**src/rtl/silent_lpf_sequencer.sv**
```systemverilog
// ---------------------------------------------------------------------------
// silent_lpf_sequencer
//
// Schedules update frames for the silent LPF datapath. A free-running period
// counter, or an external SYNC pulse, produces a tick. Each tick seen in IDLE
// launches one frame:
//   1. issue a one-cycle LPF_UPDATE strobe;
//   2. wait for the rising edge of LPF_OUT_VALID that marks the end of the frame.
//
// STEP/ENABLE are written into shadow registers at any time. They are copied
// to the active outputs only when a frame is launched, so the LPF sees stable
// values for a whole frame. Ticks that arrive while a frame is in flight are
// coalesced into a single pending request. Further ticks are counted as
// overruns in a saturating counter.
//
// Optional feature (compile-time macro SILENT_WATCHDOG_EN):
//   A watchdog aborts a WAIT that lasts WDT_CYCLES cycles and sets the sticky
//   TIMEOUT flag. Without the macro, WAIT never times out and TIMEOUT is 0.
//
// Parameters
//   WIDTH       width of STEP
//   PW          width of period counter / CFG_PERIOD
//   CW          width of OVERRUN_CNT (saturating)
//   STEP_INIT   reset value of shadow and active STEP
//   WDT_CYCLES  watchdog limit in WAIT (only with SILENT_WATCHDOG_EN)
//
// Ports
//   CLK            in   system clock, all logic on posedge
//   RST            in   synchronous reset, active-high
//   CFG_WE         in   load CFG_STEP/CFG_ENABLE into the shadow registers
//   CFG_STEP       in   new step value
//   CFG_ENABLE     in   new LPF enable value
//   CFG_PERIOD     in   tick period in cycles (0 = SYNC-only), sampled live
//   SYNC           in   realigns the period counter and forces a tick
//   LPF_OUT_VALID  in   LPF frame-complete level
//   LPF_UPDATE     out  one-cycle update strobe to the LPF
//   LPF_STEP       out  active step
//   LPF_ENABLE     out  active enable
//   BUSY           out  frame in flight (ISSUE or WAIT)
//   FRAME_DONE     out  one-cycle pulse on accepted completion
//   OVERRUN_CNT    out  saturating count of dropped ticks
//   TIMEOUT        out  sticky watchdog flag
// ---------------------------------------------------------------------------
// state | meaning
// ------+-------------------------------------------------------------------
// IDLE  | no frame in flight; a tick or a pending request launches a frame
// ISSUE | LPF_UPDATE is high for this single cycle
// WAIT  | waiting for the LPF_OUT_VALID rising edge (or watchdog expiry)
// ---------------------------------------------------------------------------
module silent_lpf_sequencer #(
  parameter int               WIDTH      = 13,
  parameter int               PW         = 16,
  parameter int               CW         = 8,
  parameter logic [WIDTH-1:0] STEP_INIT  = WIDTH'(1),
  parameter int               WDT_CYCLES = 1024
) (
  input  logic             CLK,
  input  logic             RST,
  input  logic             CFG_WE,
  input  logic [WIDTH-1:0] CFG_STEP,
  input  logic             CFG_ENABLE,
  input  logic [PW-1:0]    CFG_PERIOD,
  input  logic             SYNC,
  input  logic             LPF_OUT_VALID,
  output logic             LPF_UPDATE,
  output logic [WIDTH-1:0] LPF_STEP,
  output logic             LPF_ENABLE,
  output logic             BUSY,
  output logic             FRAME_DONE,
  output logic [CW-1:0]    OVERRUN_CNT,
  output logic             TIMEOUT
);

  typedef enum logic [1:0] {
    S_IDLE  = 2'd0,
    S_ISSUE = 2'd1,
    S_WAIT  = 2'd2
  } state_t;

  state_t           state;
  state_t           state_nxt;

  logic [PW-1:0]    cnt;
  logic [PW-1:0]    cnt_nxt;
  logic             period_nz;
  logic             nat_tick;
  logic             tick;

  logic             pending;
  logic             valid_d;
  logic             done;

  logic [WIDTH-1:0] sh_step;
  logic             sh_en;
  logic [WIDTH-1:0] act_step;
  logic             act_en;
  logic [CW-1:0]    ovr_cnt;

  logic             load_active;
  logic             clr_pending;
  logic             set_pending;
  logic             inc_ovr;
  logic             wdt_expire;
  logic             set_timeout;

  // -------------------------------------------------------------------------
  // Tick generation
  // -------------------------------------------------------------------------
  // With a non-zero period, the counter runs 0..CFG_PERIOD-1. If the period
  // is lowered below the current count, the counter runs on and wraps through
  // all-ones before it can match again. SYNC and a natural tick in the same
  // cycle collapse into a single tick because both simply feed the same OR.
  assign period_nz = |CFG_PERIOD;
  assign nat_tick  = period_nz && (cnt == (CFG_PERIOD - PW'(1)));
  assign tick      = nat_tick | SYNC;

  always_comb begin
    cnt_nxt = cnt + PW'(1);
    if (SYNC || !period_nz || nat_tick) begin
      cnt_nxt = '0;
    end
  end

  // Completion is the rising edge of LPF_OUT_VALID. If the level is still
  // high from the previous frame, it is not treated as a new completion.
  assign done = LPF_OUT_VALID & ~valid_d;

  // -------------------------------------------------------------------------
  // Watchdog
  // -------------------------------------------------------------------------
`ifdef SILENT_WATCHDOG_EN
  localparam int WDW = $clog2(WDT_CYCLES) + 1;

  logic [WDW-1:0] wdt;
  logic           timeout_q;

  assign wdt_expire = (wdt == WDW'(WDT_CYCLES - 1));

  always_ff @(posedge CLK) begin
    if (RST) begin
      wdt       <= '0;
      timeout_q <= 1'b0;
    end else begin
      // Cleared while in ISSUE, so it reads 0 on the first WAIT cycle.
      if (state == S_ISSUE) begin
        wdt <= '0;
      end else if (state == S_WAIT) begin
        wdt <= wdt + WDW'(1);
      end
      if (set_timeout) begin
        timeout_q <= 1'b1;
      end
    end
  end

  assign TIMEOUT = timeout_q;
`else
  logic unused_wdt;

  assign unused_wdt = (WDT_CYCLES == 0);
  assign wdt_expire = 1'b0;
  assign TIMEOUT    = 1'b0;
`endif

  // -------------------------------------------------------------------------
  // FSM: state register
  // -------------------------------------------------------------------------
  always_ff @(posedge CLK) begin
    if (RST) begin
      state <= S_IDLE;
    end else begin
      state <= state_nxt;
    end
  end

  // -------------------------------------------------------------------------
  // FSM: next state and outputs
  // -------------------------------------------------------------------------
  always_comb begin
    state_nxt   = state;
    LPF_UPDATE  = 1'b0;
    BUSY        = 1'b0;
    FRAME_DONE  = 1'b0;
    load_active = 1'b0;
    clr_pending = 1'b0;
    set_pending = 1'b0;
    inc_ovr     = 1'b0;
    set_timeout = 1'b0;

    case (state)
      S_IDLE: begin
        if (tick || pending) begin
          state_nxt   = S_ISSUE;
          load_active = 1'b1;
          clr_pending = 1'b1;
        end
      end

      S_ISSUE: begin
        LPF_UPDATE = 1'b1;
        BUSY       = 1'b1;
        state_nxt  = S_WAIT;
      end

      S_WAIT: begin
        BUSY = 1'b1;
        if (done) begin
          state_nxt  = S_IDLE;
          FRAME_DONE = 1'b1;
        end else if (wdt_expire) begin
          state_nxt   = S_IDLE;
          set_timeout = 1'b1;
        end
      end

      default: begin
        state_nxt = S_IDLE;
      end
    endcase

    // Ticks during a frame, including the completion cycle, are coalesced:
    // the first one is held as pending, and later ones count as overruns.
    if ((state == S_ISSUE || state == S_WAIT) && tick) begin
      if (pending) begin
        inc_ovr = 1'b1;
      end else begin
        set_pending = 1'b1;
      end
    end
  end

  // -------------------------------------------------------------------------
  // Datapath registers
  // -------------------------------------------------------------------------
  always_ff @(posedge CLK) begin
    if (RST) begin
      cnt      <= '0;
      pending  <= 1'b0;
      valid_d  <= 1'b0;
      sh_step  <= STEP_INIT;
      sh_en    <= 1'b0;
      act_step <= STEP_INIT;
      act_en   <= 1'b0;
      ovr_cnt  <= '0;
    end else begin
      cnt     <= cnt_nxt;
      valid_d <= LPF_OUT_VALID;

      // The copy to the active registers reads the old shadow value. A
      // CFG_WE in the launch cycle therefore lands in the shadow registers
      // only and takes effect at the next frame.
      if (load_active) begin
        act_step <= sh_step;
        act_en   <= sh_en;
      end
      if (CFG_WE) begin
        sh_step <= CFG_STEP;
        sh_en   <= CFG_ENABLE;
      end

      if (clr_pending) begin
        pending <= 1'b0;
      end else if (set_pending) begin
        pending <= 1'b1;
      end

      if (inc_ovr && (ovr_cnt != {CW{1'b1}})) begin
        ovr_cnt <= ovr_cnt + CW'(1);
      end
    end
  end

  assign LPF_STEP    = act_step;
  assign LPF_ENABLE  = act_en;
  assign OVERRUN_CNT = ovr_cnt;

endmodule

```
**config.mk**
```make
export PLATFORM = sky130hd
export DESIGN_NAME = silent_lpf_sequencer
export DESIGN_NICKNAME = d
export VERILOG_FILES = /design/src/rtl/silent_lpf_sequencer.sv
export SDC_FILE = /design/constraint.sdc
export NUM_CORES = 1
export LEC_CHECK = 0
export BUFFER_PORTS_ARGS = -buffer_cell sky130_fd_sc_hd__buf_2
export CAP_MARGIN = 25
export CORE_UTILIZATION = 57
export CTS_BUF_LIST = sky130_fd_sc_hd__clkbuf_4
export DETAILED_ROUTE_END_ITERATION = 10
export PLACE_DENSITY = 0.83
export SLEW_MARGIN = 20
export SYNTH_ARGS = -nofsm -noshare
export SYNTH_HDL_FRONTEND = slang
export SYNTH_SLANG_ARGS = --single-unit
```
**constraint.sdc**
```tcl
create_clock -name CLK -period 3.3 [get_ports CLK]
set_input_delay 0.165 -clock CLK [delete_from_list [all_inputs] [get_ports CLK]]
set_output_delay 0.165 -clock CLK [all_outputs]
set_load 0.1 [all_outputs]
```
==> results.cfg <==
[placement]
placed_cells_incl_taps = 449
postPlaceCellArea_um2 = 3320
globalplace.congestion = 0.892
place.detailed.hpwl_um = 4460
portBuffers = 59

[global_routing]
grt_first_pass_wirelength_um = 9600
first_global_vias = 2218
antenna_found_initial = 0
grt_max_degree = 47
grtUsageTotal = 0.225
overflow = 0

[final_layout]
layout.nets = 432
postLayoutCoreUtil = 0.701
fin_cells = 458
insertedDiodeCount = 0
post-route-cell-area_um2 = 3400
filler_cell_count = 405
drive_above_1_share = 0.217
area_growth_pct = 14.7

[floorplan]
design.die.area_um2 = 5490
floorplan.io_pins = 61
core_area_um2 = 4850
std_cell_rows = 25
die_w_um = 74.1
chipHeight_um = 74.1
floorplan.initialDensity = 0.611

[setup_path]
timing.critical_path.to = OVERRUN_CNT[7]
r2r_cells = 7
setup.worst_path.start_class = flop
path_max_fanout = 10
worstReg2RegEnd = OVERRUN_CNT[7]
critPathCaptureType = flop
setup.reg_to_reg.worst_slack_ns = 0.66
worst_setup_path_startpoint = cnt[15]
cp_data_arrival_time_ns = 2.92
cp.required_ns = 3.58
r2r_start = cnt[15]
timing_worst_setup_path_type = reg -> reg

[clocking]
htree_levels = 2
clock_tree.root_cell = sky130_fd_sc_hd__clkbuf_4
clkLatencyLatePin_ns = 0.38
numCtsBuffers = 5
clock_tree.buffer_depth = 2
cts_tree = yes
cts_num_sinks = 56
clk_pin_slew_worst_paths_ns = 0.16
ctsResizeCount = 0

[sta]
final-setup-viol-count = 0
tightest_slew_ns = 0.765
final_period_minus_worst_setup_slack_ns = 2.64
final_hold_viol_count = 0
finalClockSkew_ns = 0.0214
final.hold.worst_slack_ns = 0.00313
fin_max_slew_vios = 0
finalSetupTns_ns = 0
grt_setup_unrepaired = no
layout_worst_path_cycle_share = 0.800
maxClockFrequency_mhz = 379
maxSlewHeadroom = 0.490

[logic_synthesis]
asyncSetResetFlopFracSynth = 0
synthesis.area_per_instance_um2 = 8.92
synth_largest_area_cell = sky130_fd_sc_hd__dfxtp_1
yosys.cell_types.count = 59
post-synth-top-area-fraction = 0.379
postSynthRegisterBits = 56
postSynth.topFlopCell = sky130_fd_sc_hd__dfxtp_1
synth_area_um2 = 2960
synth.area.top_cells = sky130_fd_sc_hd__dfxtp_1 (38%), sky130_fd_sc_hd__mux2i_1 (9.8%), sky130_fd_sc_hd__nor2_1 (8.0%)
synth.net_count = 373
synth_edf_count = 0
synthCells = 332
sequential_cell_area_fraction_in_the_yosys_report = 0.379
yosysWarningCount = 0

[power_and_ir_drop]
internal-power_uw = 869
power_frac_clock = 0.227
power_frac_comb = 0.216
power_switching_uw = 406
seq_power_share = 0.557
ir_worst_vdd_mv = 0.257
total_leakage_power_nw = 1.42
power_density_nw_per_um2 = 375
sw_frac_of_total = 0.318

[routing]
detailroute.via_count = 2482
postRouteWirelength_um = 5860
drt_drc_violations_left = 0
route.detailed.vias_per_inst = 5.42
first_pass_iters = 4
detailedRoute.firstIterationViolations = 85
ant_nets = 0
post_drt_wl_per_cell_um = 12.8

[flow_run]
cap_viol_max_count = 0

[min_path]
whs_path_depth = 3
hold_path_class = in -> reg

[status]
result_of_the_run = completed
## per-stage QoR
stage / power [mW] / setup slack, ns
floorplan: 0.938 / 0.388
global placement: 0.995 / 0.322
detailed placement: 0.999 / 0.255
CTS: 1.29 / 0.661
global route: 1.33 / 0.502
finish: 1.28 / 0.662
## cell usage in the layout, fill, tap and decap left out, types with 4 or more instances in the layout
cell type and instances:
sky130_fd_sc_hd__buf_2 59, sky130_fd_sc_hd__ha_1 6, sky130_fd_sc_hd__a21oi_1 4, sky130_fd_sc_hd__mux2_1 4
sky130_fd_sc_hd__xor2_1 16, sky130_fd_sc_hd__nand4_1 10, sky130_fd_sc_hd__clkbuf_4 5, sky130_fd_sc_hd__nor2_1 63
sky130_fd_sc_hd__inv_1 11, sky130_fd_sc_hd__dfxtp_1 56, sky130_fd_sc_hd__nor3_1 7, sky130_fd_sc_hd__xnor2_1 16
sky130_fd_sc_hd__mux2i_1 29, sky130_fd_sc_hd__nand3_1 14, sky130_fd_sc_hd__buf_4 7, sky130_fd_sc_hd__nand2_1 14
sky130_fd_sc_hd__nor2b_1 8
## timing repair
item | CTS | global route
hold endpoints to repair | 2 | 0
hold buffers | 2 | 0
setup buffers | 0 | 0
## area by class of cell
class                   instances  area [um^2]  share of cell area
multi-input cells             248         1710               0.503
clock inverters                 2         16.3             0.00479
well taps                      67         83.8              0.0247
inverters                      11         41.3              0.0122
clock buffers                   5         37.5              0.0110
repair buffers                 69          388               0.114
flip-flops and latches         56         1120               0.330
## worst min path at each step
stage / start / to / slack (ns)
6_report: CFG_STEP[2] / sh_step[2] / 0.003
5_1_grt: CFG_STEP[9] / sh_step[9] / 0.01
4_1_cts: CFG_STEP[2] / sh_step[2] / 0.0004
3_5_place_dp: CFG_STEP[0] / sh_step[0] / 0.37
3_3_place_gp: CFG_STEP[0] / sh_step[0] / 0.37
2_1_floorplan: CFG_STEP[0] / sh_step[0] / 0.29
## power groups by stage
stage / Combinational (mW) / Clock [mW] / Sequential (mW)
final: 0.276 / 0.290 / 0.710
after global routing: 0.294 / 0.326 / 0.714
after CTS: 0.276 / 0.301 / 0.711
after detailed placement: 0.274 / 0 / 0.725
after global placement: 0.271 / 0 / 0.724
after floorplan: 0.162 / 0 / 0.776
## cell usage after synthesis (4+ instances only)
cell and n:
sky130_fd_sc_hd__dfxtp_1 56, sky130_fd_sc_hd__nor3_1 7, sky130_fd_sc_hd__nor2b_1 8, sky130_fd_sc_hd__nor2_1 63, sky130_fd_sc_hd__ha_1 6, sky130_fd_sc_hd__xnor2_1 16
sky130_fd_sc_hd__nand2_1 14, sky130_fd_sc_hd__inv_1 11, sky130_fd_sc_hd__a21oi_1 4, sky130_fd_sc_hd__mux2i_1 29, sky130_fd_sc_hd__clkbuf_1 8, sky130_fd_sc_hd__xor2_1 16
sky130_fd_sc_hd__mux2_1 4, sky130_fd_sc_hd__nand3_1 14, sky130_fd_sc_hd__nand4_1 10
## sequential cells by signal, indices dropped and copies added (netlist names)
name,count
OVERRUN_CNT,8
valid_d,1
cnt,16
sh_step,13
pending,1
state,2
LPF_STEP,13
LPF_ENABLE,1
sh_en,1
## logic make-up (layout without fill, tap and decap cells)
| family | Yosys count | in the layout | share of synthesized area |
|---|---|---|---|
| other cells | 1 | 1 | 0.00127 |
| flops | 56 | 56 | 0.379 |
| mux | 34 | 34 | 0.117 |
| simple gates | 143 | 143 | 0.245 |
| compound gates | 32 | 32 | 0.0934 |
| xor+xnor | 32 | 32 | 0.0946 |
| fa+ha+maj | 6 | 6 | 0.0253 |
| buf+inv | 28 | 87 | 0.0452 |
## per-layer routing
layer,GRT usage,routed length (um)
met1,0.273,2650
met2,0.397,2800
met3,0.0407,302
met4,0.0833,107
met5,0,0
## critical path, cell delays in order, from the launching register on
cell	delay (ns)
sky130_fd_sc_hd__dfxtp_1	0.36
sky130_fd_sc_hd__xnor2_1	0.16
sky130_fd_sc_hd__or4b_4	0.51
sky130_fd_sc_hd__a2111oi_4	0.36
sky130_fd_sc_hd__o2111ai_2	0.27
sky130_fd_sc_hd__a21oi_4	0.36
sky130_fd_sc_hd__and3b_1	0.22
sky130_fd_sc_hd__mux2_1	0.31
Note: power is estimated with default switching activity, not from simulation.
